[src/rtl/cmd_proc_pkg.sv]
// Shared definitions for the command processor: opcodes, response codes,
// FSM state encoding and command-decode helpers.
package cmd_proc_pkg;

  typedef enum logic [3:0] {
    OP_WRITE = 4'h1,
    OP_READ  = 4'h2
  } opcode_e;

  localparam logic [7:0] RESP_ACK  = 8'hA5;
  localparam logic [7:0] RESP_NACK = 8'hEE;

  typedef enum logic [2:0] {
    IDLE,
    EXEC,
    SEND_HI,
    WAIT_HI,
    SEND_LAST,
    WAIT_LAST
  } state_e;

  // A command byte is [7:4] opcode, [3] range bit, [2:0] address.
  // The range bit set makes an otherwise valid WRITE/READ invalid.
  function automatic logic is_write_cmd(input logic [7:0] c);
    return (c[7:4] == OP_WRITE) && !c[3];
  endfunction

  function automatic logic is_read_cmd(input logic [7:0] c);
    return (c[7:4] == OP_READ) && !c[3];
  endfunction

endpackage

[src/rtl/cmd_regfile.sv]
// 8 x 16-bit configuration register file.
//   clk, rst : clock, synchronous active-high reset (all registers to 0)
//   we       : write enable, one write per cycle
//   waddr    : write address
//   wdata    : write data
//   regs     : flat read image, register n at bits [16n+15:16n]
module cmd_regfile (
  input  logic         clk,
  input  logic         rst,
  input  logic         we,
  input  logic [2:0]   waddr,
  input  logic [15:0]  wdata,
  output logic [127:0] regs
);

  logic [7:0][15:0] mem_q;

  always_ff @(posedge clk) begin
    if (rst) begin
      mem_q <= '0;
    end else if (we) begin
      mem_q[waddr] <= wdata;
    end
  end

  assign regs = mem_q;

endmodule

[src/rtl/cmd_proc.sv]
// Command processor behind the UART command wrapper. Accepts a 24-bit
// command, executes WRITE/READ against the register file and returns one
// or two response bytes via the snd_resp/resp/resp_sent handshake. A
// per-byte watchdog aborts a response that is never confirmed.
//   clk, rst     : clock, synchronous active-high reset
//   cmd_rdy      : full command available (level)
//   cmd, data    : command byte and 16-bit payload
//   clr_cmd_rdy  : acknowledge consumption of cmd/data (combinational in IDLE)
//   snd_resp     : one-cycle pulse launching transmission of resp
//   resp         : response byte, held until resp_sent
//   resp_sent    : transmitter done (level)
//   regs         : flat register-file image
//   wr_strobe    : one-cycle register write pulse, wr_addr valid with it
//   busy         : high whenever not IDLE
//   tx_err       : sticky watchdog flag, cleared by the next accepted command
module cmd_proc
  import cmd_proc_pkg::*;
#(
  parameter int unsigned TIMEOUT_CYC = 100000
) (
  input  logic         clk,
  input  logic         rst,
  input  logic         cmd_rdy,
  input  logic [7:0]   cmd,
  input  logic [15:0]  data,
  output logic         clr_cmd_rdy,
  output logic         snd_resp,
  output logic [7:0]   resp,
  input  logic         resp_sent,
  output logic [127:0] regs,
  output logic         wr_strobe,
  output logic [2:0]   wr_addr,
  output logic         busy,
  output logic         tx_err
);

  localparam int unsigned CntW = $clog2(TIMEOUT_CYC + 1);
  localparam logic [CntW-1:0] CntLast = CntW'(TIMEOUT_CYC - 1);

  state_e          state_q;
  logic [7:0]      cmd_q;
  logic [15:0]     data_q;
  logic [7:0]      lo_q;
  logic [CntW-1:0] wd_cnt_q;

  logic [7:0][15:0] regs_arr;
  logic [15:0]      rd_word;
  logic             wd_expired;

  assign regs_arr   = regs;
  assign rd_word    = regs_arr[cmd_q[2:0]];
  assign wd_expired = (wd_cnt_q == CntLast);

  // Acceptance must be visible in the same cycle the command is latched.
  assign clr_cmd_rdy = !rst && (state_q == IDLE) && cmd_rdy;
  assign busy        = (state_q != IDLE);

  always_ff @(posedge clk) begin
    if (rst) begin
      state_q   <= IDLE;
      cmd_q     <= '0;
      data_q    <= '0;
      lo_q      <= '0;
      wd_cnt_q  <= '0;
      resp      <= '0;
      snd_resp  <= 1'b0;
      wr_strobe <= 1'b0;
      wr_addr   <= '0;
      tx_err    <= 1'b0;
    end else begin
      snd_resp  <= 1'b0;
      wr_strobe <= 1'b0;
      unique case (state_q)
        IDLE: begin
          if (cmd_rdy) begin
            cmd_q   <= cmd;
            data_q  <= data;
            tx_err  <= 1'b0;
            // Strobe is decoded here so it is high during EXEC itself.
            wr_strobe <= is_write_cmd(cmd);
            wr_addr   <= cmd[2:0];
            state_q   <= EXEC;
          end
        end
        EXEC: begin
          snd_resp <= 1'b1;
          if (is_write_cmd(cmd_q)) begin
            resp    <= RESP_ACK;
            state_q <= SEND_LAST;
          end else if (is_read_cmd(cmd_q)) begin
            // Snapshot both bytes now; the low byte is not re-read later.
            resp    <= rd_word[15:8];
            lo_q    <= rd_word[7:0];
            state_q <= SEND_HI;
          end else begin
            resp    <= RESP_NACK;
            state_q <= SEND_LAST;
          end
        end
        SEND_HI: begin
          wd_cnt_q <= '0;
          state_q  <= WAIT_HI;
        end
        WAIT_HI: begin
          if (resp_sent) begin
            resp     <= lo_q;
            snd_resp <= 1'b1;
            state_q  <= SEND_LAST;
          end else if (wd_expired) begin
            tx_err  <= 1'b1;
            state_q <= IDLE;
          end else begin
            wd_cnt_q <= wd_cnt_q + 1'b1;
          end
        end
        SEND_LAST: begin
          wd_cnt_q <= '0;
          state_q  <= WAIT_LAST;
        end
        WAIT_LAST: begin
          if (resp_sent) begin
            state_q <= IDLE;
          end else if (wd_expired) begin
            tx_err  <= 1'b1;
            state_q <= IDLE;
          end else begin
            wd_cnt_q <= wd_cnt_q + 1'b1;
          end
        end
        default: state_q <= IDLE;
      endcase
    end
  end

  cmd_regfile u_regfile (
    .clk   (clk),
    .rst   (rst),
    .we    (wr_strobe),
    .waddr (wr_addr),
    .wdata (data_q),
    .regs  (regs)
  );

endmodule

[config.mk]
export PLATFORM = sky130hd
export DESIGN_NAME = cmd_proc
export DESIGN_NICKNAME = d
export VERILOG_FILES = /design/src/rtl/cmd_proc_pkg.sv /design/src/rtl/cmd_regfile.sv /design/src/rtl/cmd_proc.sv
export SDC_FILE = /design/constraint.sdc
export NUM_CORES = 1
export LEC_CHECK = 0
export CELL_PAD_IN_SITES_DETAIL_PLACEMENT = 0
export CELL_PAD_IN_SITES_GLOBAL_PLACEMENT = 1
export CORE_MARGIN = 2
export CORE_UTILIZATION = 34
export CTS_BUF_LIST = sky130_fd_sc_hd__clkbuf_8 sky130_fd_sc_hd__clkbuf_16
export DETAILED_ROUTE_END_ITERATION = 16
export MAX_ROUTING_LAYER = met4
export PLACE_DENSITY = 0.78
export SYNTH_ARGS = -nofsm -noshare
export SYNTH_HDL_FRONTEND = slang
export SYNTH_SLANG_ARGS = --single-unit
[constraint.sdc]
create_clock -name clk -period 1.75 [get_ports clk]
set_input_delay 0.35 -clock clk [delete_from_list [all_inputs] [get_ports clk]]
set_output_delay 0.35 -clock clk [all_outputs]
set_load 0.03 [all_outputs]
* After elaboration in Yosys (flattened, before gate mapping) *
Cells that the tools add are included.

storage, ports and cells
  output and inout port bits = 144
  bits in registers = 194
  logic and storage cells = 86

operators by class
  reduce and logical (&&, ||, !) cells = 22
  equal/unequal tests = 14
  $lt $le $gt $ge = 3
  bitwise operators = 3
  $add $sub $neg = 1
  multiplexer cells = 25

operators with widths
  operator                                                                       count
  128-bit bitwise mux                                                            1
  16-bit binary-select mux with 3-bit select                                     1
  16-bit demux with 3-bit select                                                 1
  17-bit 2-to-1 mux                                                              2
  17-bit case mux with 2 select lines                                            1
  16-bit 2-to-1 mux                                                              2
  8-bit 2-to-1 mux                                                               3
  3-bit 2-to-1 mux                                                               6
  3-bit case mux with 6 select lines                                             1
  17-bit by 1-bit adder with 17-bit output (second input constant)               1
  17-bit == test (second input constant)                                         1
  8-bit case mux with 2 select lines                                             1
  4-bit by 1-bit == test with 1-bit output (second input constant)               2
  3-bit by 4-bit less-than comparator with 1-bit output (second input constant)  2
  2-bit != test (second input constant)                                          4
  3-bit by 2-bit == test with 1-bit output (second input constant)               2
  3-bit == test (second input constant)                                          2
  1-bit logical AND                                                              6
  3-bit AND reduction                                                            2
  2-bit nonzero test                                                             3
  4-bit by 2-bit == test with 1-bit output (second input constant)               1
  1-bit 2-to-1 mux                                                               4
  1-bit case mux with 2 select lines                                             2
  2-bit AND reduction                                                            2
  other kinds (10)                                                               15

* Depth between registers and ports, before layout *
  word-level depth = 5
  depth in mapped cells = 8

* Cells and area by module *
From an unflattened synthesis, not the netlist that was laid out.

second synthesis, totals
  cell total of the unflattened synthesis = 843
  area, all modules = 8809.7 µm²

modules (own cells, without submodules)
  module       sequential area each (µm²)  cells an instance  times used  area each (µm²)
  cmd_regfile  2562.5                      459                1           5091.1
  cmd_proc     1261.2                      384                1           3718.6

* Worst setup path before layout *
Ideal clock, no wire load.

  kind = register to output
  start = register state_q[2]
  end = output clr_cmd_rdy
  stages on the path, launching flop included = 6
  slack = 0.010 ns
  buffers on the path = 2
  required time = 1.400 ns
  arrival time = 1.390 ns
  path through = dfxtp_1 > buf_4 > nor2_1 > nand2_1 > clkbuf_1 > nor2_1

on the way
  word-level cells in the longest chain between the ends = 3

ends and longest elaborated chain
  item                            line            source
  from (decl)                     cmd_proc.sv:40  state_e state_q;
  from (signal assigned)          cmd_proc.sv:60  state_q <= IDLE;
  from (signal assigned)          cmd_proc.sv:82  state_q <= EXEC;
  from (signal assigned)          cmd_proc.sv:89  state_q <= SEND_LAST;
  3-bit logical NOT               cmd_proc.sv:55  assign clr_cmd_rdy = !rst && (state_q == IDLE) && cmd_rdy;
  1-bit logical AND (2 in a row)  cmd_proc.sv:55
  to (decl)                       cmd_proc.sv:26  output logic clr_cmd_rdy,

No other way between the ends.

* Worst setup path in the final report *
  start = register cmd_q[2]
  end = register resp[0]

on the way
  word-level cells in the longest chain between the ends = 5

ends and longest elaborated chain
  item                                        line             source
  from (decl)                                 cmd_proc.sv:41   logic [7:0] cmd_q;
  from (signal assigned)                      cmd_proc.sv:76   cmd_q <= cmd;
  16-bit binary-select mux with 3-bit select  cmd_proc.sv:51   assign rd_word = regs_arr[cmd_q[2:0]];
  16-bit 2-to-1 mux (not written as such)     cmd_proc.sv:51
  8-bit 2-to-1 mux                            cmd_proc.sv:90   end else if (is_read_cmd(cmd_q)) begin
  8-bit 2-to-1 mux                            cmd_proc.sv:87   if (is_write_cmd(cmd_q)) begin
  8-bit case mux with 2 select lines          cmd_proc.sv:73   unique case (state_q)
  to (signal assigned)                        cmd_proc.sv:92   resp <= rd_word[15:8];
  to (signal assigned)                        cmd_proc.sv:106  resp <= lo_q;
  to (decl)                                   cmd_proc.sv:28   output logic [7:0] resp,

No other way between the ends. The select of a mux whose other input is x is not followed.
A chain may end at the register's enable or synchronous reset.

==> impl_metrics.py <==
metrics = {
    "floorplan": {
        "rows": 56,
        "start_util": 0.3477,
        "die_area_mm2": 0.02540,
        "die_w_um": 159.4,
        "num_io_pins": 172,
        "fp.coreArea_mm2": 0.02361,
        "die_h_um": 159.4,
    },
    "critical_path": {
        "reg2reg_slack_ps": 10,
        "crit_path_end_kind": "register",
        "cp_max_fo": 5,
        "crit_type": "register to register",
        "start_kind": "register",
        "cp_slowest_stage_delay_ps": 480,
        "required_ps": 2100,
        "crit_arrival_ps": 2080,
        "path_delay_family": "simple AND/OR/NAND/NOR gates",
        "r2r_end": "resp[0]",
        "r2r_cells": 6,
        "cpMaxStageDelayCell": "or4_4",
        "cp_num_buf_inv": 2,
        "cp-startpoint": "cmd_q[2]",
        "worstPathCellList": "buf_12, buf_4, mux2_4, o22ai_1, or4_4, a311oi_2",
        "r2r-start": "cmd_q[2]",
    },
    "min_path": {
        "hold_depth": 2,
        "holdCritStartpoint": "rst",
        "hold-path-endpoint": "cmd_q[3]",
        "min_path_type": "primary input to register",
    },
    "global_route": {
        "antenna_found_initial": 0,
        "overflow": 0,
        "grtUsageTotal": 0.2230,
        "grt_pass1_wl_um": 43040,
        "grt_max_degree": 83,
        "grt_pass1_vias": 7341,
    },
    "synthesis": {
        "synth_simple_gate_area_frac": 0.2146,
        "netlist.area_leader.share": 0.4658,
        "ys_ff_latch": 191,
        "synth-edff-count": 0,
        "synthDistinctLibCells": 47,
        "syn-num-nets": 1007,
        "synth_top_family_by_area": "simple AND/OR/NAND/NOR gates",
        "synth_area_leaders": "dfxtp_1, nand2_1, a21oi_1",
        "synth_xor_area_frac": 0.004420,
        "syn_avg_cell_area_um2": 8.394,
        "yosysWarnings": 0,
        "post-synth-top-area-cell": "dfxtp_1",
        "synth-main-ff-cell": "dfxtp_1",
        "synth.area.mux_share": 0.1151,
        "netlist_instances": 978,
        "ys_seq_area_frac": 0.4658,
        "synthArstFlopShare": 0,
        "synth-compound-area-share": 0.1478,
        "synthAdderAreaFrac": 0.001524,
        "syn_area_mm2": 0.008209,
    },
    "detailed_routing": {
        "firstDrtPassIters": 5,
        "drc": 0,
        "drtIter0Drc": 588,
        "wl_per_cell_um": 18.40,
        "vias": 7775,
        "viasPerCell": 5.152,
        "postRouteAntennaNets": 0,
        "drt_wl_total_um": 27770,
    },
    "place": {
        "place_congestion": 0.8689,
        "place_hpwl_um": 20020,
        "port-buffer-count": 171,
        "placed_area_mm2": 0.01068,
        "place_ws_ps": -170.3,
    },
    "timing": {
        "fmax_ghz": 0.5763,
        "finalCriticalPeriod_ps": 1735,
        "rsz0062_at_grt": "yes",
        "setup_viol": 0,
        "finalWorstSetupSlack_ps": 14.80,
        "report.final.slew_viol_count": 0,
        "clock_skew_ps": 18.31,
        "hold_viol_final": 0,
        "slew_headroom": 0.6821,
        "finalCritPeriodShare": 0.9915,
        "fin_setup_tns_ps": 0,
        "tightest_slew_ps": 476.2,
        "hold_ws_ps": 293.3,
    },
    "clock_network": {
        "clock_latency_ps": 450,
        "clk_pin_slew_ps": 80,
        "cts_tree": "yes",
        "htree_levels": 4,
        "clock-sinks": 191,
        "clockBufferDepth": 2,
        "cts_inserted_buffers": 17,
        "cts-root-buf": "clkbuf_16",
    },
    "finish": {
        "nFillCells": 2334,
        "final_common_cell": "nand2_1",
        "nets": 1206,
        "area_growth_pct": 38.50,
        "finalInstanceArea_mm2": 0.01137,
        "drive_gt1_frac": 0.1681,
        "mostFrequentLayoutCells": "nand2_1, dfxtp_1, a21oi_1, dlygate4sd2_1, buf_4",
        "diodes": 0,
    },
    "power_and_ir_drop": {
        "vdd_drop_max_uv": 740.9,
        "p_per_area_mw_per_mm2": 841.1,
        "p_leak_uw": 0.004499,
    },
    "outcome": {
        "outcome": "finished clean",
    },
    "flow_run": {
        "drv_cap": 0,
    },
}
## cell usage after synthesis, types with 2 or more instances
| master | n |
|---|---|
| nand4b_1 | 2 |
| buf_2 | 12 |
| a21o_1 | 4 |
| nand4_1 | 6 |
| o22ai_1 | 4 |
| mux4_2 | 24 |
| nor2b_1 | 5 |
| mux2_2 | 5 |
| nor3_1 | 4 |
| nor3_2 | 2 |
| o31ai_1 | 8 |
| nor2_1 | 26 |
| nand3_1 | 10 |
| buf_4 | 7 |
| and4_1 | 3 |
| o21ai_0 | 5 |
| a211oi_1 | 15 |
| mux2i_1 | 19 |
| nand2_1 | 323 |
| inv_1 | 9 |
| a21oi_1 | 176 |
| mux4_1 | 6 |
| buf_6 | 4 |
| dfxtp_1 | 191 |
| clkbuf_1 | 59 |
| and2_1 | 5 |
| o21a_1 | 2 |
| a31oi_1 | 5 |
| or4_1 | 9 |
| nand2b_1 | 8 |
| or3_1 | 4 |
## flip-flops by register name (all words and copies together), names as in the netlist
signal / cells
u_regfile.regs: 128
wd_cnt_q: 17
data_q: 16
lo_q: 8
resp: 8
cmd_q: 6
state_q: 3
wr_addr: 2
snd_resp: 1
tx_err: 1
wr_strobe: 1
## worst max path at each step
stage                          to  slack, ps  depth (start not counted)
2_1_floorplan         clr_cmd_rdy         10                          5
3_3_place_gp              resp[4]       -120                          5
3_5_place_dp   u_regfile.regs[67]       -170                          7
4_1_cts              wd_cnt_q[14]        0.7                          4
5_1_grt               clr_cmd_rdy        -50                          5
6_report                  resp[0]         10                          6
## final cells by class
cell class / instances / area (µm²) / share of cell area
clock inverter: 15 / 201.4 / 0.01772
inverter: 9 / 33.78 / 0.002971
sequential: 191 / 3846 / 0.3383
tap: 319 / 399.1 / 0.03510
multi-input combinational: 695 / 4044 / 0.3557
clock buffer: 17 / 425.4 / 0.03742
timing repair buffer: 263 / 2420 / 0.2128
## kinds of logic after synthesis
family,count (synthesis)
compound gates,223
xor+xnor,2
flops,191
buf+inv,92
fa+ha+maj,1
mux,54
simple gates,415
## report_power, final
group	leakage, µW	total (µW)	internal, µW	switching, µW
sequential	0.00155	4590	4430	162
combinational	0.00265	943	427	516
clock	0.000302	4030	1970	2060
## layer usage
layer  up-vias  GRT usage  part of all wire
li1       3729          -                 -
met1      3741     0.3049              0.47
met2       280     0.3437              0.46
met3        25    0.03985             0.060
met4         0    0.05331             0.015
met5         -          -                 0
## timing repair
action,in CTS,in global routing
gates resized for setup,159,33
setup endpoints to repair,277,56
setup buffers,9,1
pin swaps,5,8
hold buffers,0,0
## per-stage QoR
step / util / instances / total power, µW
detailed placement: 0.4523 / 1467 / 5572
global route: 0.4815 / 1509 / 9899
floorplan: - / 978 / 5156
finish: 0.4815 / 1509 / 9564
CTS: 0.4780 / 1508 / 9605
global placement: 0.4523 / 1467 / 5571
## worst register-to-register path, cell delays in order (launching register included)
cell,delay [ps]
dfxtp_4,380
buf_12,130
buf_4,150
mux2_4,200
o22ai_1,80
or4_4,480
a311oi_2,240
Power figures use the tool's default switching activity.
